[src/rtl/mem_ctrl.sv]
// Byte-serial memory controller: arbitrates instruction fetch against the load/store
// buffer on the shared 8-bit RAM/IO port and assembles little-endian read words.
module mem_ctrl (
    input  logic        clk_in,
    input  logic        rst_in,
    input  logic        rdy_in,
    input  logic        clear_in,
    input  logic [7:0]  mem_din,
    output logic [7:0]  mem_dout,
    output logic [31:0] mem_a,
    output logic        mem_wr,
    input  logic        io_buffer_full,
    input  logic        if_req,
    input  logic [31:0] if_addr,
    output logic        if_done,
    output logic [31:0] if_data,
    input  logic        go_work,
    input  logic        l_or_s,
    input  logic [2:0]  width,
    input  logic [31:0] address,
    input  logic [31:0] value_store,
    output logic        received,
    output logic        has_result,
    output logic [31:0] value_load
);

    typedef enum logic [1:0] {IDLE, FETCH, LOAD, STORE} state_t;

    state_t      state_q;
    logic        last_lsb_q;
    logic [2:0]  cnt_q;
    logic [1:0]  last_idx_q;
    logic [31:0] base_q;
    logic [31:0] store_q;
    logic [31:0] buf_q;
    logic [31:0] mem_a_q;
    logic [7:0]  mem_dout_q;
    logic        mem_wr_q;
    logic        received_q;
    logic        has_result_q;
    logic        if_done_q;
    logic [31:0] value_load_q;
    logic [31:0] if_data_q;

    logic        lsb_ok;
    logic        grant_lsb;
    logic        grant_fetch;
    logic [1:0]  req_last_idx;
    logic [1:0]  prev_idx;
    logic [2:0]  cnt_d;
    logic [31:0] addr_d;
    logic [31:0] rd_word_d;

    // An IO-window store must wait for UART room; fetch may overtake it meanwhile.
    assign lsb_ok      = go_work && !(l_or_s && address[17:16] == 2'b11 && io_buffer_full);
    assign grant_lsb   = lsb_ok && (!if_req || !last_lsb_q);
    assign grant_fetch = if_req && !grant_lsb;

    always_comb begin
        req_last_idx = 2'd3;
        case (width)
            3'd1:    req_last_idx = 2'd0;
            3'd2:    req_last_idx = 2'd1;
            default: req_last_idx = 2'd3;
        endcase
    end

    assign prev_idx = cnt_q[1:0] - 2'd1;
    assign cnt_d    = cnt_q + 3'd1;
    assign addr_d   = base_q + {29'd0, cnt_d};

    // The final byte is still on mem_din during the completion cycle, so it is merged
    // combinationally there and latched for the following cycles.
    assign rd_word_d = buf_q | ({24'd0, mem_din} << {last_idx_q, 3'b000});

    always_ff @(posedge clk_in) begin
        if (!rst_in) begin
            state_q      <= IDLE;
            last_lsb_q   <= 1'b0;
            cnt_q        <= 3'd0;
            last_idx_q   <= 2'd0;
            base_q       <= 32'd0;
            store_q      <= 32'd0;
            buf_q        <= 32'd0;
            mem_a_q      <= 32'd0;
            mem_dout_q   <= 8'd0;
            mem_wr_q     <= 1'b0;
            received_q   <= 1'b0;
            has_result_q <= 1'b0;
            if_done_q    <= 1'b0;
            value_load_q <= 32'd0;
            if_data_q    <= 32'd0;
        end else if (rdy_in) begin
            received_q   <= 1'b0;
            has_result_q <= 1'b0;
            if_done_q    <= 1'b0;
            if (has_result_q) value_load_q <= rd_word_d;
            if (if_done_q)    if_data_q    <= rd_word_d;

            case (state_q)
                IDLE: begin
                    if (!clear_in && (grant_lsb || grant_fetch)) begin
                        cnt_q      <= 3'd0;
                        buf_q      <= 32'd0;
                        last_lsb_q <= grant_lsb;
                        base_q     <= grant_lsb ? address : if_addr;
                        mem_a_q    <= grant_lsb ? address : if_addr;
                        if (grant_lsb) begin
                            received_q <= 1'b1;
                            last_idx_q <= req_last_idx;
                            store_q    <= value_store;
                            if (l_or_s) begin
                                state_q    <= STORE;
                                mem_wr_q   <= 1'b1;
                                mem_dout_q <= value_store[7:0];
                            end else begin
                                state_q <= LOAD;
                            end
                        end else begin
                            state_q    <= FETCH;
                            last_idx_q <= 2'd3;
                        end
                    end
                end
                FETCH, LOAD: begin
                    if (cnt_q != 3'd0) buf_q[{prev_idx, 3'b000} +: 8] <= mem_din;
                    if (clear_in) begin
                        state_q <= IDLE;
                    end else if (cnt_q == {1'b0, last_idx_q}) begin
                        state_q <= IDLE;
                        if (state_q == FETCH) if_done_q    <= 1'b1;
                        else                  has_result_q <= 1'b1;
                    end else begin
                        cnt_q   <= cnt_d;
                        mem_a_q <= addr_d;
                    end
                end
                STORE: begin
                    // Stores ignore clear_in: once accepted they always finish.
                    if (cnt_q == {1'b0, last_idx_q}) begin
                        state_q  <= IDLE;
                        mem_wr_q <= 1'b0;
                    end else begin
                        cnt_q      <= cnt_d;
                        mem_a_q    <= addr_d;
                        mem_dout_q <= store_q[{cnt_d[1:0], 3'b000} +: 8];
                    end
                end
                default: state_q <= IDLE;
            endcase
        end
    end

    assign mem_a      = mem_a_q;
    assign mem_dout   = mem_dout_q;
    assign mem_wr     = mem_wr_q & rdy_in;
    assign received   = received_q & rdy_in;
    assign has_result = has_result_q & rdy_in;
    assign if_done    = if_done_q & rdy_in;
    assign value_load = has_result_q ? rd_word_d : value_load_q;
    assign if_data    = if_done_q ? rd_word_d : if_data_q;

endmodule

[config.mk]
export PLATFORM = sky130hd
export DESIGN_NAME = mem_ctrl
export DESIGN_NICKNAME = d
export VERILOG_FILES = /design/src/rtl/mem_ctrl.sv
export SDC_FILE = /design/constraint.sdc
export NUM_CORES = 1
export LEC_CHECK = 0
export BUFFER_PORTS_ARGS = -buffer_cell sky130_fd_sc_hd__buf_2
export CORE_MARGIN = 3
export CORE_UTILIZATION = 50
export DETAILED_ROUTE_END_ITERATION = 6
export PLACE_DENSITY = 0.77
export SLEW_MARGIN = 10
export SYNTH_ARGS = -nofsm -noshare
export SYNTH_HDL_FRONTEND = slang
export SYNTH_SLANG_ARGS = --single-unit
[constraint.sdc]
create_clock -name clk_in -period 2.4 [get_ports clk_in]
set_clock_uncertainty 0.05 [all_clocks]
set_input_delay 0 -clock clk_in [delete_from_list [all_inputs] [get_ports clk_in]]
set_output_delay 0 -clock clk_in [all_outputs]
set_load 0.01 [all_outputs]
==> results of run 1 <==
## worst max-delay path, stage by stage (launching register included)
cell      delay, ns
dfxtp_2        0.35
inv_2          0.05
ha_4           0.25
buf_4          0.14
ha_1           0.29
nand3_2        0.13
a2111o_1       0.44
buf_4          0.17
a221oi_1       0.30
a21oi_1        0.12
## placed cells by master, fill, tap and decap left out, types with 16 or more instances in the layout
master and instances:
clkbuf_16 24, nor2b_1 16, mux2i_1 36, buf_4 56, dlygate4sd3_1 117, dfxtp_1 208, a21oi_1 165, nand3_1 44
nand2_1 138, nor2_1 182, a211oi_1 88, buf_2 222, a22o_1 24, nand4_1 16, o21ai_0 22
## power by group
part	internal [mW]	switching, mW	leakage (nW)
Clock	1.92	1.40	0.340
Sequential	3.66	0.135	1.72
Combinational	0.643	0.835	3.47
Total	6.23	2.37	5.53
## what timing repair did
action,4_1_cts,5_1_grt
endpoints found under the hold margin,131,0
hold buffers,117,0
setup endpoints to repair,8,31
cloned,0,2
pin swaps,3,18
setup buffers,1,14
resized for setup,3,36
## logic make-up after synthesis
logic type,count (synthesis),share of synthesized area
multiplexers,52,0.0617
buffers and inverters,114,0.0460
XOR/XNOR,19,0.0177
AND/OR/NAND/NOR,457,0.198
flip-flops,212,0.415
AO/OA/AOI/OAI,380,0.246
adder cells (fa/ha/maj),12,0.0154
## through the flow
stage | instances | setup TNS (ns)
finish | 1856 | -0.0122
floorplan | 1246 | 0
global placement | 1684 | 0
CTS | 1840 | 0
global route | 1856 | -0.416
detailed placement | 1684 | -0.198
## state kept, by name, indices dropped and copies added, names as in the netlist
register	cells
mem_dout	8
last_lsb_q	1
has_result_q	1
base_q	32
store_q	32
last_idx_q	2
mem_wr_q	1
value_load_q	32
received_q	1
cnt_q	3
if_data_q	32
buf_q	32
if_done_q	1
state_q	2
mem_a	32
## path summary, 6_finish.rpt
path	from	slack (ns)	endpoint	depth (start not counted)
min	if_addr[18]	0.01	mem_a[18]	4
min reg2reg	store_q[6]	0.40	store_q[6]	2
max	cnt_q[1]	-0.01	mem_a[13]	9
max reg2reg	cnt_q[1]	-0.01	mem_a[13]	9
## cell type report
cell class,count,area (um^2),area share
multi-input combinational,920,5730,0.410
sequential,212,4250,0.305
timing repair buffer,404,2880,0.207
clock buffer,32,628,0.0450
tap,265,332,0.0237
inverter,17,71.3,0.00511
clock inverter,6,68.8,0.00493
## metal layers
metal / global-route usage / wire (um)
met1: 0.391 / 13900
met2: 0.465 / 16100
met3: 0.0514 / 3070
met4: 0.113 / 1600
met5: 0 / 0
==> results.json, run 1 <==
{
  "status": "finished, violations left",
  "violations": "setup timing",
  "nFillCells": 1455,
  "hold_slack_ns": 0.0110,
  "post-place-ws_ns": -0.0499,
  "cellPowerDensity_nw_per_um2": 616,
  "power_mw": 8.60,
  "netlist_instances": 1246,
  "drive_above_1_share": 0.249,
  "start_kind": "flop",
  "cts_tree": "done",
  "num_io_pins": 223,
  "yosysTopAreaCell": "dfxtp_1",
  "area_delta_synth_final_pct": 36.5,
  "grt_overflow": 0,
  "vias_per_cell": 5.94,
  "die_x_um": 149,
  "rsz0062_at_grt": "yes",
  "post-dp-hpwl_um": 21100,
  "start_util": 0.517,
  "antenna_cells": 0,
  "setup_viol": 1,
  "yosysMostFrequentCell": "dfxtp_1",
  "period_needed_ns": 2.41,
  "p_leak_nw": 5.53,
  "cts-htree-levels": 1,
  "async_flop_share": 0,
  "slew_headroom": 0.580,
  "synth_edf_count": 0,
  "seq_area_frac_synth": 0.415,
  "design_area_um2": 14000,
  "clockRootBuffer": "clkbuf_16",
  "first_pass_iters": 6,
  "avgRoutedWirePerCell_um": 18.7,
  "synth_cell_type_count": 72,
  "min_path_type": "in -> reg",
  "fin_util": 0.706,
  "hold_violations": 0,
  "ant_nets": 0,
  "fin_ws_ns": -0.0122,
  "cp_max_fo": 3,
  "end_kind": "flop",
  "gp_congestion": 0.900,
  "drc": 0,
  "grt_max_degree": 76,
  "worstPathArrival_ns": 2.74,
  "cts_buffer_depth": 3,
  "clk_latency_ns": 0.51,
  "finalCritPeriodShare": 1.01,
  "yosys-top-cells-count": "dfxtp_1 (212), nor2_1 (183), a21oi_1 (166)",
  "drt_iter0_drc": 768,
  "cts_sinks": 212,
  "cts_buffers": 22,
  "critical_path_required_ns": 2.73,
  "port-buffer-count": 222,
  "rows": 51,
  "grt_usage": 0.290,
  "vias": 11000,
  "core_um2": 19800,
  "nets": 1704,
  "ys_ff_latch": 212,
  "drv_slew": 0,
  "synth_area_leaders": "dfxtp_1 (42%), a21oi_1 (8.1%), nor2_1 (6.7%)",
  "yosysTopAreaCellShare": 0.415,
  "path_class": "reg -> reg",
  "syn_nets": 1373,
  "grt_pass1_wl_um": 53300,
  "avgSynthCellArea_um2": 8.21,
  "antenna_found_initial": 0,
  "cts.reportedPaths.clkPinSlew_ns": 0.06,
  "routed_wl_um": 34700,
  "cap_viol_max_count": 0,
  "dpl-instance-area_um2": 11700,
  "synthFlopType": "dfxtp_1",
  "yosys_warnings": 0,
  "grt_pass1_vias": 10200,
  "max_freq_ghz": 0.415,
  "ir_drop_uv": 526,
  "dieHeight_um": 149,
  "synth_area_um2": 10200,
  "fp.dieArea_um2": 22200,
  "tightest_slew_ns": 0.627
}
No activity file was read; power rests on OpenSTA's default activity.
==> run 2: changes to the inputs <==
--- a/config.mk
+++ b/config.mk
@@ -7,9 +7,8 @@
 export LEC_CHECK = 0
 export BUFFER_PORTS_ARGS = -buffer_cell sky130_fd_sc_hd__buf_2
 export CORE_MARGIN = 3
-export CORE_UTILIZATION = 50
+export CORE_UTILIZATION = 30
 export DETAILED_ROUTE_END_ITERATION = 6
-export PLACE_DENSITY = 0.77
 export SLEW_MARGIN = 10
 export SYNTH_ARGS = -nofsm -noshare
 export SYNTH_HDL_FRONTEND = slang
==> results.json, run 2 (same netlist as run 1, synthesis figures left out) <==
{
  "status": "finished, violations left",
  "violations": "hold timing",
  "die_x_um": 191,
  "dieHeight_um": 191,
  "nets": 1713,
  "rsz0062_at_grt": "yes",
  "end_kind": "flop",
  "p_clk_frac": 0.427,
  "worstPathArrival_ns": 2.71,
  "cellPowerDensity_nw_per_um2": 636,
  "grt_pass1_vias": 10100,
  "fp.dieArea_um2": 36300,
  "swShare": 0.274,
  "ant_nets": 0,
  "hold_violations": 1,
  "drc": 0,
  "nFillCells": 3239,
  "drive_above_1_share": 0.253,
  "final_cell_mix": "buf_2 (222), dfxtp_1 (208), nor2_1 (183)",
  "setup_viol": 0,
  "avgRoutedWirePerCell_um": 17.2,
  "grt_max_degree": 66,
  "cts.reportedPaths.clkPinSlew_ns": 0.06,
  "p_leak_nw": 5.62,
  "start_kind": "flop",
  "drv_slew": 0,
  "r2r-start": "cnt_q[1]",
  "worst-r2r-setup-slack_ns": 0.06,
  "timing.rr.end": "mem_a[28]",
  "p_int_mw": 6.66,
  "fin_tns_setup_ns": 0,
  "area_delta_synth_final_pct": 41.1,
  "vias": 10600,
  "grt_usage": 0.186,
  "port-buffer-count": 222,
  "post-dp-hpwl_um": 23400,
  "clockRootBuffer": "clkbuf_16",
  "seqPwrFrac": 0.413,
  "start_util": 0.310,
  "antenna_found_initial": 0,
  "cts_buffer_depth": 3,
  "cts_sinks": 212,
  "path_class": "reg -> reg",
  "vias_per_cell": 5.15,
  "slew_headroom": 0.571,
  "cap_viol_max_count": 0,
  "crit_chain": "inv_2, ha_4, inv_2, fa_2, nor2b_4, o2111ai_4, buf_12, buf_12, nor3_4, mux2i_1, a21oi_1",
  "cts_tree": "done",
  "power_mw": 9.17,
  "finalCritPeriodShare": 0.973,
  "grt_pass1_wl_um": 55300,
  "critical_path_required_ns": 2.77,
  "design_area_um2": 14400,
  "hold_end": "mem_a[18]",
  "routed_wl_um": 35300,
  "antenna_cells": 0,
  "grt_overflow": 0,
  "cts_buffers": 26,
  "ir_drop_uv": 519,
  "core_um2": 33000,
  "period_needed_ns": 2.34,
  "cts-htree-levels": 1,
  "max_freq_ghz": 0.428,
  "netSwitchingPower_mw": 2.51,
  "rows": 66,
  "first_pass_iters": 5,
  "tightest_slew_ns": 0.643,
  "hold_slack_ns": -0.00255,
  "ff2ff_path_depth": 11,
  "gp_congestion": 0.860,
  "drt_iter0_drc": 634,
  "min_path_cells": 4,
  "p_comb_frac": 0.160,
  "crit_slowest_cell": "fa_2",
  "cp_max_fo": 6,
  "clk_latency_ns": 0.53,
  "worstHoldStart": "if_addr[18]",
  "cpPeakStageDelay_ns": 0.38,
  "final_common_cell": "buf_2",
  "dpl-instance-area_um2": 12000,
  "min_path_type": "in -> reg",
  "num_io_pins": 223
}
## run 2: cell count changes in the layout (fill, tap and decap cells not counted), moves of 3 or more
cell / before / now
buf_6: 1 / 4
clkbuf_16: 24 / 28
clkinv_2: 3 / 6
buf_4: 56 / 52
nor3_2: 4 / 8
nor3_1: 10 / 6
dlygate4sd3_1: 117 / 122
## run 2: how the worst max path moves through the flow
stage,slack [ns],from,to,cells past startpoint
after floorplan,0.005,cnt_q[0],mem_a[14],9
after global placement,0.01,cnt_q[1],mem_a[28],11
after detailed placement,-0.04,cnt_q[1],mem_a[28],11
after CTS,0.0009,cnt_q[1],mem_a[17],10
after global routing,-0.05,cnt_q[1],mem_a[24],11
final,0.06,cnt_q[1],mem_a[28],11
## run 2: repair_timing
action	in CTS	in global routing
hold endpoints to repair	162	0
hold buffers	122	0
pin swaps	1	22
gates cloned	0	3
resized for setup	3	38
endpoints found under the setup margin	4	46
setup buffers	0	7
## run 2: per-layer routing
metal / routed length, um / GRT usage / up-vias
met5: 0 / 0 / -
met4: 980 / 0.0525 / 0
met3: 2210 / 0.0285 / 75
met2: 16000 / 0.298 / 364
met1: 16100 / 0.260 / 4942
li1: - / - / 5171
## run 2: critical path: cells and delay by family, from the launching register on
kind            cells  cell delay [ns]
buf+inv             4             0.44
compound gates      2             0.28
simple gates        2             0.27
flops               1             0.35
mux                 1             0.21
fa+ha+maj           2             0.64
## run 2: through the flow
| step | setup WS [ns] | utilization | cells |
|---|---|---|---|
| 2_1_floorplan | 0.00531 | - | 1246 |
| 3_3_place_gp | 0.0145 | 0.364 | 1868 |
| 3_5_place_dp | -0.0430 | 0.364 | 1868 |
| 4_1_cts | 0.000943 | 0.428 | 2038 |
| 5_1_grt | -0.0480 | 0.437 | 2048 |
| 6_report | 0.0645 | 0.437 | 2048 |
## run 2: layout make-up
class                           instances  area (um^2)  area share
Timing Repair Buffer                  409         2960       0.205
Tap cell                              442          553      0.0383
Sequential cell                       212         4250       0.295
Multi-Input combinational cell        920         5730       0.397
Clock inverter                         13          140     0.00972
Clock buffer                           35          724      0.0502
Inverter                               17         66.3     0.00460
## run 2: power groups by stage
stage	clock network [mW]	logic (mW)	registers, mW
after detailed placement	0	1.23	3.86
after global routing	4.15	1.61	3.80
final	3.91	1.47	3.79
after CTS	4.01	1.42	3.78
after floorplan	0	0.733	3.85
after global placement	0	1.22	3.85
